<file path="config.mk">
export PLATFORM = sky130hd
export DESIGN_NAME = bus_master_ctrl
export DESIGN_NICKNAME = d
export VERILOG_FILES = /design/src/rtl/bus_master_ctrl_pkg.sv /design/src/rtl/bus_master_ctrl_addr_dec.sv /design/src/rtl/bus_master_ctrl.sv
export SDC_FILE = /design/constraint.sdc
export NUM_CORES = 1
export LEC_CHECK = 0
export BUFFER_PORTS_ARGS = -buffer_cell sky130_fd_sc_hd__buf_2
export CORE_MARGIN = 4
export CORE_UTILIZATION = 25
export DETAILED_ROUTE_END_ITERATION = 6
export GPL_TIMING_DRIVEN = 0
export PLACE_DENSITY = 0.46
export SLEW_MARGIN = 40
export SYNTH_ARGS = -nofsm -noshare
export SYNTH_HDL_FRONTEND = slang
export SYNTH_SLANG_ARGS = --single-unit
</file>
<file path="constraint.sdc">
create_clock -name clk -period 1.6 [get_ports clk]
set_input_delay 0.08 -clock clk [delete_from_list [all_inputs] [get_ports clk]]
set_output_delay 0.08 -clock clk [all_outputs]
set_load 0.02 [all_outputs]
</file>
<file path="src/rtl/bus_master_ctrl_pkg.sv">
// Shared widths, active-low signal levels and FSM state encoding for the
// bus master controller and its address decoder.
package bus_master_ctrl_pkg;

  localparam int ADDR_W = 16;
  localparam int DATA_W = 16;

  // Bus strobes (as_, we_, cs_, rdy_) are active-low.
  localparam logic ENABLE_  = 1'b0;
  localparam logic DISABLE_ = 1'b1;

  typedef enum logic [1:0] {
    ST_IDLE = 2'd0,
    ST_BUS  = 2'd1,
    ST_DONE = 2'd2
  } state_t;

endpackage

</file>
<file path="src/rtl/bus_master_ctrl_addr_dec.sv">
// Combinational decode of the top log2(SLV_NUM) address bits into a
// one-cold, active-low chip-select vector.
module bus_addr_dec
  import bus_master_ctrl_pkg::*;
#(
  parameter int SLV_NUM = 4
) (
  input  logic [ADDR_W-1:0]  addr,
  output logic [SLV_NUM-1:0] cs_
);

  localparam int SEL_W = $clog2(SLV_NUM);

  logic [SEL_W-1:0] sel;

  assign sel = addr[ADDR_W-1 -: SEL_W];

  always_comb begin
    cs_ = '1;
    for (int unsigned i = 0; i < SLV_NUM; i++) begin
      if (sel == i[SEL_W-1:0]) cs_[i] = ENABLE_;
    end
  end

endmodule

</file>
<file path="src/rtl/bus_master_ctrl.sv">
// Single-access bus master: IDLE -> BUS -> DONE, all outputs registered.
// Optional rdy_ timeout abort is built when BUS_TIMEOUT_EN is defined.
module bus_master_ctrl
  import bus_master_ctrl_pkg::*;
#(
  parameter int TIMEOUT_CYC = 16,
  parameter int SLV_NUM     = 4
) (
  input  logic               clk,
  input  logic               reset_,
  input  logic               req,
  input  logic               req_rw,
  input  logic [ADDR_W-1:0]  req_addr,
  input  logic [DATA_W-1:0]  req_wdata,
  output logic               busy,
  output logic               done,
  output logic               err,
  output logic [DATA_W-1:0]  rd_data,
  output logic [ADDR_W-1:0]  addr,
  output logic [DATA_W-1:0]  d_out,
  input  logic [DATA_W-1:0]  d_in,
  output logic               as_,
  output logic               we_,
  output logic [SLV_NUM-1:0] cs_,
  input  logic               rdy_
);

  if (SLV_NUM < 2 || SLV_NUM > 4 || (SLV_NUM & (SLV_NUM - 1)) != 0 ||
      TIMEOUT_CYC < 1) begin : g_bad_param
    $error("bus_master_ctrl: unsupported SLV_NUM or TIMEOUT_CYC");
  end

  state_t             state_q, state_d;
  logic [ADDR_W-1:0]  addr_q, addr_d;
  logic [DATA_W-1:0]  d_out_q, d_out_d;
  logic [DATA_W-1:0]  rd_data_q, rd_data_d;
  logic               as_q, as_d;
  logic               we_q, we_d;
  logic [SLV_NUM-1:0] cs_q, cs_d;
  logic               busy_q, busy_d;
  logic               done_q, done_d;
  logic               err_q, err_d;
  logic [SLV_NUM-1:0] dec_cs;

`ifdef BUS_TIMEOUT_EN
  localparam int CNT_W = $clog2(TIMEOUT_CYC + 1);
  logic [CNT_W-1:0] cnt_q, cnt_d;
`endif

  bus_addr_dec #(
    .SLV_NUM(SLV_NUM)
  ) u_dec (
    .addr(req_addr),
    .cs_ (dec_cs)
  );

  always_comb begin
    state_d   = state_q;
    addr_d    = addr_q;
    d_out_d   = d_out_q;
    rd_data_d = rd_data_q;
    as_d      = as_q;
    we_d      = we_q;
    cs_d      = cs_q;
    done_d    = 1'b0;
    err_d     = 1'b0;
`ifdef BUS_TIMEOUT_EN
    cnt_d     = cnt_q;
`endif

    case (state_q)
      ST_IDLE: begin
        if (req) begin
          state_d = ST_BUS;
          addr_d  = req_addr;
          d_out_d = req_wdata;
          as_d    = ENABLE_;
          we_d    = req_rw ? ENABLE_ : DISABLE_;
          cs_d    = dec_cs;
`ifdef BUS_TIMEOUT_EN
          cnt_d   = '0;
`endif
        end
      end
      ST_BUS: begin
        if (rdy_ == ENABLE_) begin
          state_d = ST_DONE;
          if (we_q == DISABLE_) rd_data_d = d_in;
          as_d    = DISABLE_;
          we_d    = DISABLE_;
          cs_d    = '1;
          done_d  = 1'b1;
        end
`ifdef BUS_TIMEOUT_EN
        // Abort on the TIMEOUT_CYC-th BUS cycle that still lacks rdy_.
        else if (cnt_q == CNT_W'(TIMEOUT_CYC - 1)) begin
          state_d = ST_DONE;
          as_d    = DISABLE_;
          we_d    = DISABLE_;
          cs_d    = '1;
          done_d  = 1'b1;
          err_d   = 1'b1;
        end else begin
          cnt_d = cnt_q + 1'b1;
        end
`endif
      end
      ST_DONE: state_d = ST_IDLE;
      default: state_d = ST_IDLE;
    endcase

    busy_d = (state_d != ST_IDLE);
  end

  always_ff @(posedge clk or negedge reset_) begin
    if (!reset_) begin
      state_q   <= ST_IDLE;
      addr_q    <= '0;
      d_out_q   <= '0;
      rd_data_q <= '0;
      as_q      <= DISABLE_;
      we_q      <= DISABLE_;
      cs_q      <= '1;
      busy_q    <= 1'b0;
      done_q    <= 1'b0;
      err_q     <= 1'b0;
`ifdef BUS_TIMEOUT_EN
      cnt_q     <= '0;
`endif
    end else begin
      state_q   <= state_d;
      addr_q    <= addr_d;
      d_out_q   <= d_out_d;
      rd_data_q <= rd_data_d;
      as_q      <= as_d;
      we_q      <= we_d;
      cs_q      <= cs_d;
      busy_q    <= busy_d;
      done_q    <= done_d;
      err_q     <= err_d;
`ifdef BUS_TIMEOUT_EN
      cnt_q     <= cnt_d;
`endif
    end
  end

  assign busy    = busy_q;
  assign done    = done_q;
  assign err     = err_q;
  assign rd_data = rd_data_q;
  assign addr    = addr_q;
  assign d_out   = d_out_q;
  assign as_     = as_q;
  assign we_     = we_q;
  assign cs_     = cs_q;

endmodule
</file>
* Word-level counts from Yosys, hierarchy flattened
Index checks and enable logic that the tools add are counted.
** Cells by class
- Equal/unequal tests :: 6
- Mux-type cells :: 18
- Bitwise logic cells :: 1
- Reduce and logical (&&, ||, !) cells :: 7
** Operators with widths (count)
- 1-bit 2-to-1 mux :: 10
- 4-bit 2-to-1 mux :: 2
- 4-bit one-hot mux with 2 select lines :: 1
- 3-bit AND reduction :: 2
- 2-bit by 1-bit == test with 1-bit output (second input constant) :: 2
- 2-bit == test (second input constant) :: 2
- 2-bit zero test :: 2
- 2-bit 2-to-1 mux :: 2
- 2-bit != test (second input constant) :: 2
- 1-bit one-hot mux with 2 select lines :: 2
- 2-bit one-hot mux with 2 select lines :: 1
- 2-bit nonzero test :: 2
- 2-bit AND reduction :: 1
- 1-bit NOT :: 1
** Word-level totals
- Flip-flop bits (word level) :: 58
- Input port bits :: 53
- Word-level logic and storage cells :: 41

* Logic depth before layout (Yosys ltp)
Gate-level depths: netlist of run 1.
- Depth in word-level cells :: 4
- Mapped depth :: 5
- Mapped depth without buffers :: 3

* Cells and area by module
From an unflattened synthesis of run 1, not the netlist that was laid out.
** Unflattened totals
- Cell total of the unflattened synthesis :: 154
- Area, all modules :: 2382.3 um2
** Modules (own cells, without submodules)
- bus_master_ctrl :: instances 1, cells each 150, area an instance 2359.8 um2
- bus_addr_dec :: instances 1, cells each 4, area an instance 22.5 um2

* Least setup slack after synthesis of run 1
No wires, ideal clock.
- Path type :: flip-flop to flip-flop
- From :: reg state_q[1]
- To :: reg rd_data_q[10] (netlist: rd_data[10])
- Setup time :: 0.127 ns
- Arrival :: 1.313 ns
- Slack :: 0.159 ns
- Stages on the path, launching flop included :: 6
- Buffers on the path :: 2
- Clock period less this slack :: 1.441 ns
- Path through :: dfrtp_1 > nor3b_2 > and2_1 > buf_4 > buf_8 > mux2_1
** Between the ends
- Longest elaborated chain between the ends :: 2
** RTL lines
- start: declaration :: line bus_master_ctrl.sv:33 : state_t state_q, state_d;
- start signal: assignment :: line bus_master_ctrl.sv:131 : state_q <= state_d;
- 2-bit by 1-bit == test with 1-bit output :: line bus_master_ctrl.sv:71 : case (state_q)
- 3-bit AND reduction (no source line)
- end signal: assignment :: line bus_master_ctrl.sv:134 : rd_data_q <= rd_data_d;
- end: declaration :: line bus_master_ctrl.sv:36 : logic [DATA_W-1:0] rd_data_q, rd_data_d;
Every way passes these cells.
A chain may end at the register's enable or synchronous reset.

* Final worst setup path of run 1
- From :: reg state_q[1]
- To :: reg d_out_q[10] (netlist: d_out[10])
** Between the ends
- Longest elaborated chain between the ends :: 2
** RTL lines
- 2-bit zero test :: line bus_master_ctrl.sv:71
- 2-bit AND reduction (no source line)
- end signal: assignment :: line bus_master_ctrl.sv:133 : d_out_q <= d_out_d;
- end: declaration :: line bus_master_ctrl.sv:35 : logic [DATA_W-1:0] d_out_q, d_out_d;
Every way passes these cells.

==> results of run 1 <==
[layer usage]
metal  up-vias  wire length (um)  global-route usage
met3         8               511              0.0478
met2        76              2840               0.204
met5         -                 0                   0
met4         0                63              0.0394
li1        978                 -                   -
met1       943              2550               0.139
[placed cells by master (no fill, tap or decap), drive strengths merged]
cell type    synthesis  routed
o21ai                2       2
o32a                 2       2
clkbuf               6      16
or3b                 1       1
o31ai                1       1
nor2b                1       1
and2                 1       1
conb                 1       1
buf                  5     116
dfstp                6       6
mux2                16      16
nand2               95      95
bufinv               0       1
dlygate4sd3          0      50
dfrtp               52      52
inv                  2       2
a2bb2oi              3       3
nor3b                3       3
nor3                 1       1
nand2b               1       1
a21o                 1       1
clkinv               0       4
[cell families after synthesis]
logic type             Yosys count  share of synthesized area
DFF                             58                      0.658
and+or+nand+nor                103                      0.190
other                            1                    0.00169
muxes                           16                     0.0813
buffers and inverters           13                     0.0344
AOI/OAI and AO/OA                9                     0.0339
[how the worst max path moves through the flow]
stage                    start           to  cells after the start
global route        state_q[1]    d_out[15]                      5
finish              state_q[1]    d_out[10]                      5
detailed placement  state_q[1]    d_out[14]                      4
floorplan           state_q[1]  rd_data[10]                      5
CTS                 state_q[1]  rd_data[10]                      5
global placement    state_q[1]     addr[12]                      4
[timing repair]
| item | CTS | global route |
|---|---|---|
| buffers inserted | 3 | 0 |
| endpoints found under the setup margin | 40 | 33 |
| hold buffers | 50 | 0 |
| resized for setup | 4 | 9 |
| endpoints found under the hold margin | 101 | 0 |
| pin swaps | 1 | 0 |
[state kept, by name, summed over array words and instances (netlist names)]
name,cells
addr,16
d_out,16
rd_data,16
cs_,4
state_q,2
as_,1
busy,1
done,1
we_,1
[power by group]
group	switching, mW	leakage, nW	total, mW	internal (mW)
Combinational	1.51	1.11	2.46	0.947
Sequential	0.291	0.696	2.40	2.11
Clock	0.575	0.103	1.33	0.756
Total	2.38	1.91	6.19	3.82
[through the flow]
stage               cells  setup slack, ns   util
finish                484            0.116  0.417
global route          484          0.00141  0.417
CTS                   485           0.0163  0.417
detailed placement    416          -0.0903  0.333
global placement      416          -0.0756  0.333
floorplan             200            0.159      -
[final cells by class]
class / instances / area share
Buffer: 10 / 0.0176
Clock buffer: 11 / 0.0391
Clock inverter: 5 / 0.0149
Inverter: 2 / 0.00207
Multi-Input combinational cell: 129 / 0.189
Sequential cell: 58 / 0.404
Tap cell: 108 / 0.0373
Timing Repair Buffer: 161 / 0.296
[critical path: stages, from the launching register on]
cell and delay (ns):
dfrtp_2 0.43, or3b_1 0.36, buf_2 0.16, buf_1 0.23, nand2_1 0.12, nand2_1 0.06
==> results.py, run 1 <==
metrics = {
    "run_status": {
        "outcome": "complete, no violations",
    },
    "detailed_routing": {
        "first_pass_iters": 4,
        "via_per_inst": 4.14,
        "drt_iter0_drc": 30,
        "num_vias": 2005,
        "totalWireLength_um": 5960,
        "drc": 0,
        "ant_nets": 0,
        "wl_per_cell_um": 12.3,
    },
    "synth": {
        "ys.flop_type": "dfrtp_1",
        "synth_edf_count": 0,
        "synth_top_area_frac": 0.587,
        "yosys.area.top_type": "dfrtp_1",
        "yosysSeqAreaShare": 0.658,
        "ys_async_sr_fraction": 1.00,
        "synth.top_cells.by_count": "nand2_1, dfrtp_1, mux2_1",
        "ys_top_cells_by_area": "dfrtp_1, nand2_1, dfstp_2",
        "yosys_register_bits": 58,
        "syn_area_mm2": 0.00222,
        "yosys_warnings": 0,
        "synth_most_common_cell": "nand2_1",
        "syn_area_per_cell_um2": 11.1,
        "synthesis.nets": 253,
        "ys_types": 25,
        "synthCells": 200,
    },
    "floorplanning": {
        "floorplan.die_area_mm2": 0.0104,
        "start_util": 0.255,
        "num_rows": 34,
        "io_pins": 110,
        "coreArea_mm2": 0.00868,
        "die_w_um": 102,
        "die-height_um": 102,
    },
    "timing": {
        "setup_viol": 0,
        "tightest_slew_ns": 0.530,
        "relSlewSlack": 0.646,
        "finalCritPeriodShare": 0.928,
        "rsz0062_at_grt": "false",
        "tns_ns": 0,
        "skew_ns": 0.00877,
        "hold_viol": 0,
        "period_needed_ns": 1.48,
        "holdWs_ns": 0.0759,
        "maxSlewViolCount": 0,
        "fmax_mhz": 674,
    },
    "grt": {
        "grt_antenna_before_repair": 0,
        "grt_start_max_net_pins": 59,
        "gr-usage-all-layers": 0.120,
        "overflow": 0,
        "grt_pass1_wl_um": 9650,
        "grt_pass1_vias": 2040,
    },
    "placement": {
        "placed_area_mm2": 0.00289,
        "dp_hpwl_um": 3840,
        "place_congestion": 0.676,
        "numPortBuffers": 108,
    },
    "worst_setup_path": {
        "r2r-start": "state_q[1]",
        "critPathArrivalTime_ns": 1.70,
        "crit_required_ns": 1.81,
        "r2r_end": "d_out[10]",
        "rr_worst_depth": 5,
        "crit_fanout": 10,
        "setup.worst_path.class": "flop to flop",
        "setup.worst_path.end_class": "flop",
        "reg2reg_slack_ns": 0.12,
        "cp-start-kind": "flop",
    },
    "cells_and_area": {
        "syn_to_final_growth_pct": 63.3,
        "fillers": 866,
        "final_cell_area_mm2": 0.00362,
        "ff_latch_area_mm2": 0.00146,
        "final_nets": 424,
        "multi_input_area_um2": 686,
        "drive_gt1_frac": 0.407,
        "diodes": 0,
    },
    "min_path": {
        "holdPathStages": 3,
        "min-delay-start": "req_addr[14]",
        "hold_path_class": "input port to flop",
        "holdPathEnd": "cs_[0]",
    },
    "clocking": {
        "clock_latency_ns": 0.33,
        "clock_path_buffers": 2,
        "cts_num_sinks": 58,
        "cts-root-buf": "clkbuf_8",
        "cts_tree": "done",
        "htreeDepth": 3,
        "cts_buffers": 9,
        "path_clk_slew_ns": 0.07,
    },
    "power_and_ir_drop": {
        "p_leak_nw": 1.91,
        "power_mw": 6.19,
        "ir_drop_mv": 0.602,
        "power_density_mw_per_mm2": 1710,
    },
    "flow_run": {
        "drv_cap": 0,
    },
}
Power figures use the tool's default switching activity.
==> inputs of run 2 (changes only) <==
BUFFER_PORTS_ARGS = default   (was -buffer_cell sky130_fd_sc_hd__buf_2)
CORE_UTILIZATION = 61   (was 25)
DONT_BUFFER_PORTS = 1   (was default)
PLACE_DENSITY = 0.74   (was 0.46)
==> results.py, run 2 (same netlist as run 1, synthesis figures left out) <==
metrics = {
    "run_status": {
        "outcome": "complete, no violations",
    },
    "floorplanning": {
        "io_pins": 110,
        "coreArea_mm2": 0.00342,
        "num_rows": 21,
        "die-height_um": 68.3,
        "floorplan.die_area_mm2": 0.00466,
        "die_w_um": 68.3,
        "start_util": 0.649,
    },
    "placement": {
        "numPortBuffers": 0,
        "dp.cells": 246,
        "place_congestion": 0.691,
        "dp_hpwl_um": 3410,
    },
    "worst_setup_path": {
        "critPathArrivalTime_ns": 1.78,
        "setup.worst_path.end_class": "flop",
        "crit_required_ns": 1.88,
        "crit_fanout": 10,
        "setup.worst_path.class": "flop to flop",
        "reg2reg_slack_ns": 0.10,
        "cp-start-kind": "flop",
    },
    "timing": {
        "setup_viol": 0,
        "maxSlewViolCount": 0,
        "fmax_mhz": 669,
        "period_needed_ns": 1.50,
        "holdWs_ns": 0.0578,
        "skew_ns": 0.00942,
        "hold_viol": 0,
        "rsz0062_at_grt": "false",
        "finalCritPeriodShare": 0.935,
    },
    "grt": {
        "grt_pass1_vias": 1979,
        "grt_start_max_net_pins": 59,
        "grt_pass1_wl_um": 9300,
        "grt_antenna_before_repair": 0,
        "overflow": 0,
        "gr-usage-all-layers": 0.287,
    },
    "power_and_ir_drop": {
        "p_leak_nw": 1.44,
        "ir_drop_mv": 1.18,
        "power_mw": 5.29,
        "power_density_mw_per_mm2": 1800,
    },
    "clocking": {
        "cts_buffers": 9,
        "cts_num_sinks": 58,
        "cts-root-buf": "clkbuf_4",
        "clock_path_buffers": 2,
        "clock_latency_ns": 0.39,
        "path_clk_slew_ns": 0.09,
        "htreeDepth": 3,
        "cts_tree": "done",
    },
    "cells_and_area": {
        "syn_to_final_growth_pct": 32.7,
        "drive_gt1_frac": 0.152,
        "ff_latch_area_mm2": 0.00146,
        "stdcell_count": 316,
        "final_common_cell": "nand2_1",
        "diodes": 0,
        "fillers": 179,
        "final_nets": 318,
        "final_cell_mix": "nand2_1, dfrtp_1, dlygate4sd3_1",
        "multi_input_area_um2": 687,
    },
    "detailed_routing": {
        "drc": 0,
        "wl_per_cell_um": 19.4,
        "met1_length_um": 2030,
        "dr.max_layer_used": "met4",
        "first_pass_iters": 4,
        "num_vias": 1714,
        "totalWireLength_um": 6140,
        "dr_wl_met2_um": 3270,
        "drt_iter0_drc": 85,
        "met3_wirelength_um": 629,
        "ant_nets": 0,
        "via_per_inst": 5.42,
    },
    "min_path": {
        "hold_path_class": "input port to flop",
    },
    "flow_run": {
        "drv_cap": 0,
    },
}
[run 2: critical path, stage by stage, from the launching register on]
cell	delay, ns
dfrtp_2	0.45
or3b_1	0.37
buf_2	0.17
clkbuf_1	0.21
nand2_1	0.13
nand2_1	0.07
[run 2: final cells by class]
cell class / instances / share of cell area
sequential: 58 / 0.497
inverter: 2 / 0.00255
clock buffer: 16 / 0.0353
buffer: 10 / 0.0217
timing repair buffer: 55 / 0.191
multi-input combinational: 129 / 0.234
tap: 46 / 0.0196
[run 2: where the power goes]
part	switching, mW	leakage, nW	internal, mW
Sequential	1.24	0.697	2.11
Clock	0.487	0.0557	0.369
Combinational	0.558	0.686	0.523
Total	2.29	1.44	3.00
[run 2: worst paths after layout]
check / start / to / cells after the start
hold / removal: req / we_ / 2
setup / recovery: state_q[1] / addr[10] / 5
hold reg to reg: cs_[0] / cs_[0] / 1
setup reg to reg: state_q[1] / addr[10] / 5
min in group asynchronous: reset_ / rd_data[14] / 2
max in group asynchronous: reset_ / cs_[0] / 2
[run 2: what timing repair did]
item	CTS	global route
cloned	0	0
buffers inserted	1	2
endpoints found under the hold margin	115	0
setup endpoints to repair	10	40
pin swaps	1	2
gates resized for setup	0	14
hold buffers	52	0
[run 2: layer usage]
metal  up-vias  GRT usage
met5         -          0
met4         0      0.166
met3        21     0.0936
met2        92      0.517
met1       839      0.285
li1        762          -
[run 2: metrics by stage]
step	cell area [um2]	setup slack (ns)	util	TNS (ns)
final	2940	0.105	0.861	0
after global routing	2940	0.0313	0.861	0
after CTS	2920	0.00489	0.856	0
after detailed placement	2270	-0.00866	0.666	-0.0196
after global placement	2270	0.0594	0.666	0
after floorplan	2220	0.159	-	0
